## src/rtl/adsr_param_calc.sv

```systemverilog
// Converts ADSR times (ms) and sustain level into Q1.31 step values and a sustain cycle count.
// Fixed 97-cycle latency from start to done; one shared restoring divider runs three divisions back to back.
module adsr_param_calc #(
    parameter int unsigned CYC_PER_MS = 100000,
    parameter int unsigned MS_W       = 16
) (
    input  logic            clk,
    input  logic            reset,
    input  logic            start,
    input  logic            mute,
    input  logic [MS_W-1:0] attack_ms,
    input  logic [MS_W-1:0] decay_ms,
    input  logic [MS_W-1:0] sustain_ms,
    input  logic [MS_W-1:0] release_ms,
    input  logic [15:0]     sustain_lvl,
    output logic            busy,
    output logic            done,
    output logic [31:0]     attack_step_value,
    output logic [31:0]     decay_step_value,
    output logic [31:0]     sustain_level,
    output logic [31:0]     release_step_value,
    output logic [31:0]     sustain_time
);

    typedef enum logic [2:0] {
        IDLE, MUL, DIV_A, DIV_D, DIV_R, DONE
    } state_t;

    localparam logic [31:0] ONE_Q31 = 32'h8000_0000;

    state_t state_q, state_d;

    logic [MS_W-1:0] a_ms_q, d_ms_q, s_ms_q, r_ms_q;
    logic [15:0]     lvl_q;
    logic            mute_q;

    logic [31:0] cyc_d_q, cyc_r_q, cyc_s_q, sus31_q;
    logic [31:0] res_a_q, res_d_q;

    logic [31:0] rem_q, dq_q, dvs_q;
    logic [4:0]  cnt_q;

    logic [31:0] attack_q, decay_q, level_q, release_q, stime_q;

    function automatic logic [31:0] ms_to_cyc(input logic [MS_W-1:0] ms);
        logic [47:0] p;
        p = 48'(ms) * 48'(CYC_PER_MS);
        return (p[47:32] != 16'h0) ? 32'hFFFF_FFFF : p[31:0];
    endfunction

    function automatic logic [31:0] at_least_one(input logic [31:0] q);
        return (q == 32'h0) ? 32'h1 : q;
    endfunction

    logic [31:0] sus31_c, cyc_a_c;
    logic [32:0] trial, rem_nxt;
    logic        q_bit, div_last;
    logic [31:0] quot;
    logic [31:0] attack_fin, decay_fin, release_fin;

    always_comb begin
        sus31_c  = (lvl_q > 16'h8000) ? ONE_Q31 : {lvl_q, 16'h0};
        cyc_a_c  = ms_to_cyc(a_ms_q);
        // Restoring step: shift next dividend bit into the partial remainder, subtract if it fits.
        trial    = {rem_q, dq_q[31]};
        q_bit    = (trial >= {1'b0, dvs_q});
        rem_nxt  = q_bit ? (trial - {1'b0, dvs_q}) : trial;
        quot     = {dq_q[30:0], q_bit};
        div_last = (cnt_q == 5'd31);

        attack_fin  = mute_q ? 32'h0 :
                      (a_ms_q == '0) ? 32'hFFFF_FFFF : at_least_one(res_a_q);
        decay_fin   = (sus31_q == ONE_Q31) ? 32'h0 :
                      (d_ms_q == '0) ? ONE_Q31 : at_least_one(res_d_q);
        release_fin = (sus31_q == 32'h0) ? 32'h0 :
                      (r_ms_q == '0) ? ONE_Q31 : at_least_one(quot);
    end

    always_ff @(posedge clk or posedge reset) begin
        if (reset) state_q <= IDLE;
        else       state_q <= state_d;
    end

    always_comb begin
        state_d = state_q;
        case (state_q)
            IDLE:    if (start) state_d = MUL;
            MUL:     state_d = DIV_A;
            DIV_A:   if (div_last) state_d = DIV_D;
            DIV_D:   if (div_last) state_d = DIV_R;
            DIV_R:   if (div_last) state_d = DONE;
            DONE:    state_d = IDLE;
            default: state_d = IDLE;
        endcase
    end

    always_comb begin
        busy = (state_q == MUL) || (state_q == DIV_A) ||
               (state_q == DIV_D) || (state_q == DIV_R);
        done = (state_q == DONE);
    end

    always_ff @(posedge clk or posedge reset) begin
        if (reset) begin
            a_ms_q    <= '0;
            d_ms_q    <= '0;
            s_ms_q    <= '0;
            r_ms_q    <= '0;
            lvl_q     <= '0;
            mute_q    <= 1'b0;
            cyc_d_q   <= '0;
            cyc_r_q   <= '0;
            cyc_s_q   <= '0;
            sus31_q   <= '0;
            res_a_q   <= '0;
            res_d_q   <= '0;
            rem_q     <= '0;
            dq_q      <= '0;
            dvs_q     <= '0;
            cnt_q     <= '0;
            attack_q  <= '0;
            decay_q   <= '0;
            level_q   <= '0;
            release_q <= '0;
            stime_q   <= '0;
        end else begin
            case (state_q)
                IDLE: begin
                    if (start) begin
                        a_ms_q <= attack_ms;
                        d_ms_q <= decay_ms;
                        s_ms_q <= sustain_ms;
                        r_ms_q <= release_ms;
                        lvl_q  <= sustain_lvl;
                        mute_q <= mute;
                    end
                end
                MUL: begin
                    cyc_d_q <= ms_to_cyc(d_ms_q);
                    cyc_r_q <= ms_to_cyc(r_ms_q);
                    cyc_s_q <= ms_to_cyc(s_ms_q);
                    sus31_q <= sus31_c;
                    rem_q   <= '0;
                    dq_q    <= ONE_Q31;
                    dvs_q   <= cyc_a_c;
                    cnt_q   <= '0;
                end
                DIV_A, DIV_D, DIV_R: begin
                    rem_q <= rem_nxt[31:0];
                    dq_q  <= quot;
                    cnt_q <= cnt_q + 5'd1;
                    if (div_last) begin
                        rem_q <= '0;
                        cnt_q <= '0;
                        if (state_q == DIV_A) begin
                            res_a_q <= quot;
                            dq_q    <= ONE_Q31 - sus31_q;
                            dvs_q   <= cyc_d_q;
                        end else if (state_q == DIV_D) begin
                            res_d_q <= quot;
                            dq_q    <= sus31_q;
                            dvs_q   <= cyc_r_q;
                        end else begin
                            attack_q  <= attack_fin;
                            decay_q   <= decay_fin;
                            level_q   <= sus31_q;
                            release_q <= release_fin;
                            stime_q   <= cyc_s_q;
                        end
                    end
                end
                default: ;
            endcase
        end
    end

    assign attack_step_value  = attack_q;
    assign decay_step_value   = decay_q;
    assign sustain_level      = level_q;
    assign release_step_value = release_q;
    assign sustain_time       = stime_q;

endmodule

```

## config.mk

```make
export PLATFORM = sky130hd
export DESIGN_NAME = adsr_param_calc
export DESIGN_NICKNAME = d
export VERILOG_FILES = /design/src/rtl/adsr_param_calc.sv
export SDC_FILE = /design/constraint.sdc
export NUM_CORES = 2
export LEC_CHECK = 0
export ABC_AREA = 0
export CAP_MARGIN = 20
export CORE_MARGIN = 10
export CORE_UTILIZATION = 51
export DETAILED_ROUTE_END_ITERATION = 10
export HOLD_SLACK_MARGIN = 0.15
export PLACE_DENSITY = 0.76
export REMOVE_ABC_BUFFERS = 1
export SYNTH_ARGS = -nofsm -noshare
export SYNTH_HDL_FRONTEND = slang
export SYNTH_SLANG_ARGS = --single-unit
```

## constraint.sdc

```tcl
create_clock -name clk -period 49.3 [get_ports clk]
set_input_delay 7.395 -clock clk [delete_from_list [all_inputs] [get_ports clk]]
set_output_delay 7.395 -clock clk [all_outputs]
set_load 0.1 [all_outputs]
```

==> impl_metrics.toml <==
[synthesis]
yosys_warnings = 0
seq_area_frac_synth_pct = 34.5
avgSynthCellArea_sq_um = 10.2
synth_flop_cell = "dfrtp_1"
synth_edf_count = 0
synthCells = 3459
netlist_area_sq_um = 35100
async_flop_share_pct = 100
synth_top_area_share_pct = 34.5
synth.top_cells.by_area = "dfrtp_1, ha_1, fa_1, inv_1, mux2_2"
yosys_register_bits = 485
synth_cell_type_count = 85
yosys.area.top_type = "dfrtp_1"

[sta]
rsz0062_at_grt = "no"
setup_viol = 0
finalSetupTns_ps = 0
holdWs_ps = 460
max_freq_mhz = 91.8
hold_violations = 0
period_share_pct = 22.1
fin_worst_skew_ps = 32.8
slew_headroom_pct = 28.3
tightest_slew_ps = 1070
finalMaxSlewViolations = 0
period_needed_ps = 10900

[drt]
first_pass_iters = 5
routed_wl_um = 82900
wl_per_cell_um = 18.1
drc = 0
num_vias = 25013
vias_per_cell = 5.47
drtIter0Drc = 1682
drtAntennaViolNets = 0

[critical_path]
path_cells = "nor2_1, xor2_4, inv_1, clkdlybuf4s50_1"
crit_fanout = 32
crit_type = "flip-flop to primary output"
required_ps = 41910
critPathTopFamily = "buffers and inverters"
critPathLaunchType = "flip-flop"
slowest_stage = "clkdlybuf4s50_1"
path_buf_inv = 2
slowest_delay_ps = 1160
timing.rr.start = "r_ms_q[6]"
r2r_slack_ps = 43610
arrival_ps = 3500
cp.depth = 4
worst_r2r_endpoint = "cyc_r_q[31]"
reg2reg_depth = 20
critPathCaptureType = "primary output"

[floorplan]
core_sq_um = 68500
initial_utilization_pct = 51.3
die_h_um = 282
die_w_um = 282
dieArea_sq_um = 79800
io_pins = 246
num_rows = 96

[pwr]
power_leakage_nw = 20.1
power_density_nw_per_um2 = 48.1
vdd_drop_max_mv = 0.0359
finalPower_mw = 1.93

[cts]
clkSinkCount = 485
cts_buffers = 54
clock_path_buffers = 3
clock_latency_ps = 640
ctsHoldBuffers = 0
cts_resized = 0
cts_tree = "yes"
cts_setup_buffers = 0
htree_num_levels = 2
clk_pin_slew_ps = 60
cts-root-buf = "clkbuf_16"

[grt]
grt_max_degree = 123
grt_usage_pct = 20.8
grt_pass1_wl_um = 135000
grt_antenna_before_repair = 4
grt_pass1_vias = 25595
gr-total-overflow = 0

[place]
routabilityCongestion = 0.886
dp_hpwl_um = 63100
io_buffers = 229

[final_layout]
nNetsFinal = 4374
num_antenna_cells = 0
areaGrowthSynthToFinish_pct = 14.4
layout_commonest_cell = "inv_1"
layout_common_cells = "inv_1, dfrtp_1, ha_1, nand2_1, clkdlybuf4s50_1"
drive_gt1_share_pct = 8.96

[worst_hold_path]
hp-start = "cyc_s_q[18]"
holdCritPathClass = "flip-flop to flip-flop"
hold_depth = 2
hold_path_end = "cyc_s_q[18]"

[job]
cap_violations = 0

[status]
outcome = "finished, final reports clean"
sequential cells by signal (all words and copies together), names as in the netlist, 28 cells and up:
signal,flops
cyc_r_q,28
cyc_s_q,28
rem_q,32
attack_step_value,32
decay_step_value,32
release_step_value,32
res_a_q,32
dvs_q,28
cyc_d_q,28
dq_q,32
res_d_q,32
sustain_time,28
final cells by class:
class | instances | area (sq um)
Inverter | 555 | 2090
Clock inverter | 31 | 422
Multi-Input combinational cell | 2300 | 20400
Timing Repair Buffer | 254 | 2530
Clock buffer | 68 | 1490
Tap cell | 882 | 1100
Sequential cell | 485 | 12100
Fill cell | 5667 | 28300
kinds of logic after synthesis:
family          Yosys count  share of synthesized area, %
compound gates          710                          13.8
buf+inv                 689                          7.71
fa+ha+maj               640                          26.4
simple gates            603                          7.92
flops                   485                          34.5
mux                     192                          6.09
xor+xnor                139                          3.49
other cells               1                        0.0107
worst max-delay path by stage:
stage	from	to	slack (ps)
after floorplan	reset	a_ms_q[0]	28370
after global placement	reset	lvl_q[14]	38710
after detailed placement	reset	lvl_q[2]	38680
after CTS	state_q[0]	busy	38360
after global routing	state_q[0]	busy	38220
final	state_q[0]	busy	38400
worst register-to-register path, delay by kind of cell (launching register included):
| kind | cells | cell delay (ps) |
|---|---|---|
| adders and majority gates | 6 | 2470 |
| DFF | 1 | 440 |
| and+or+nand+nor | 4 | 1030 |
| AOI/OAI and AO/OA | 4 | 1120 |
| buffers and inverters | 5 | 310 |
| xor gates and xnor gates | 1 | 220 |
per-layer routing:
metal / wire, um / vias up / GRT usage [%]
met5: 47 / - / 0
met4: 2200 / 8 / 5.99
met3: 3650 / 112 / 3.19
met2: 40700 / 452 / 35.5
met1: 36400 / 12259 / 26.9
li1: - / 12182 / -
Yosys cell counts (52+ instances only):
library cell	count
inv_1	555
dfrtp_1	485
ha_1	471
nand2_1	257
fa_1	169
mux2_2	164
a21oi_1	138
nor2_1	133
o21ai_0	116
clkbuf_1	97
a22o_1	92
xnor2_1	90
a21o_1	54
o21ai_1	54
o22a_1	52
per-stage QoR:
stage | cell area (sq um) | util (%) | worst slack (ps) | instances
after global routing | 40200 | 58.7 | 38220 | 4575
after detailed placement | 38200 | 55.8 | 38680 | 4474
after floorplan | 34600 | - | 28370 | 3340
final | 40200 | 58.7 | 38400 | 4575
after global placement | 38200 | 55.8 | 38710 | 4473
after CTS | 40100 | 58.6 | 38360 | 4573
report_power, final:
group / internal, mW / switching [mW] / total (mW) / leakage, nW
registers: 0.441 / 0.0326 / 0.473 / 6.17
clock network: 0.250 / 0.177 / 0.426 / 0.939
logic: 0.452 / 0.583 / 1.03 / 13.0
total: 1.14 / 0.792 / 1.93 / 20.1
Note: power is estimated with default switching activity, not from simulation.
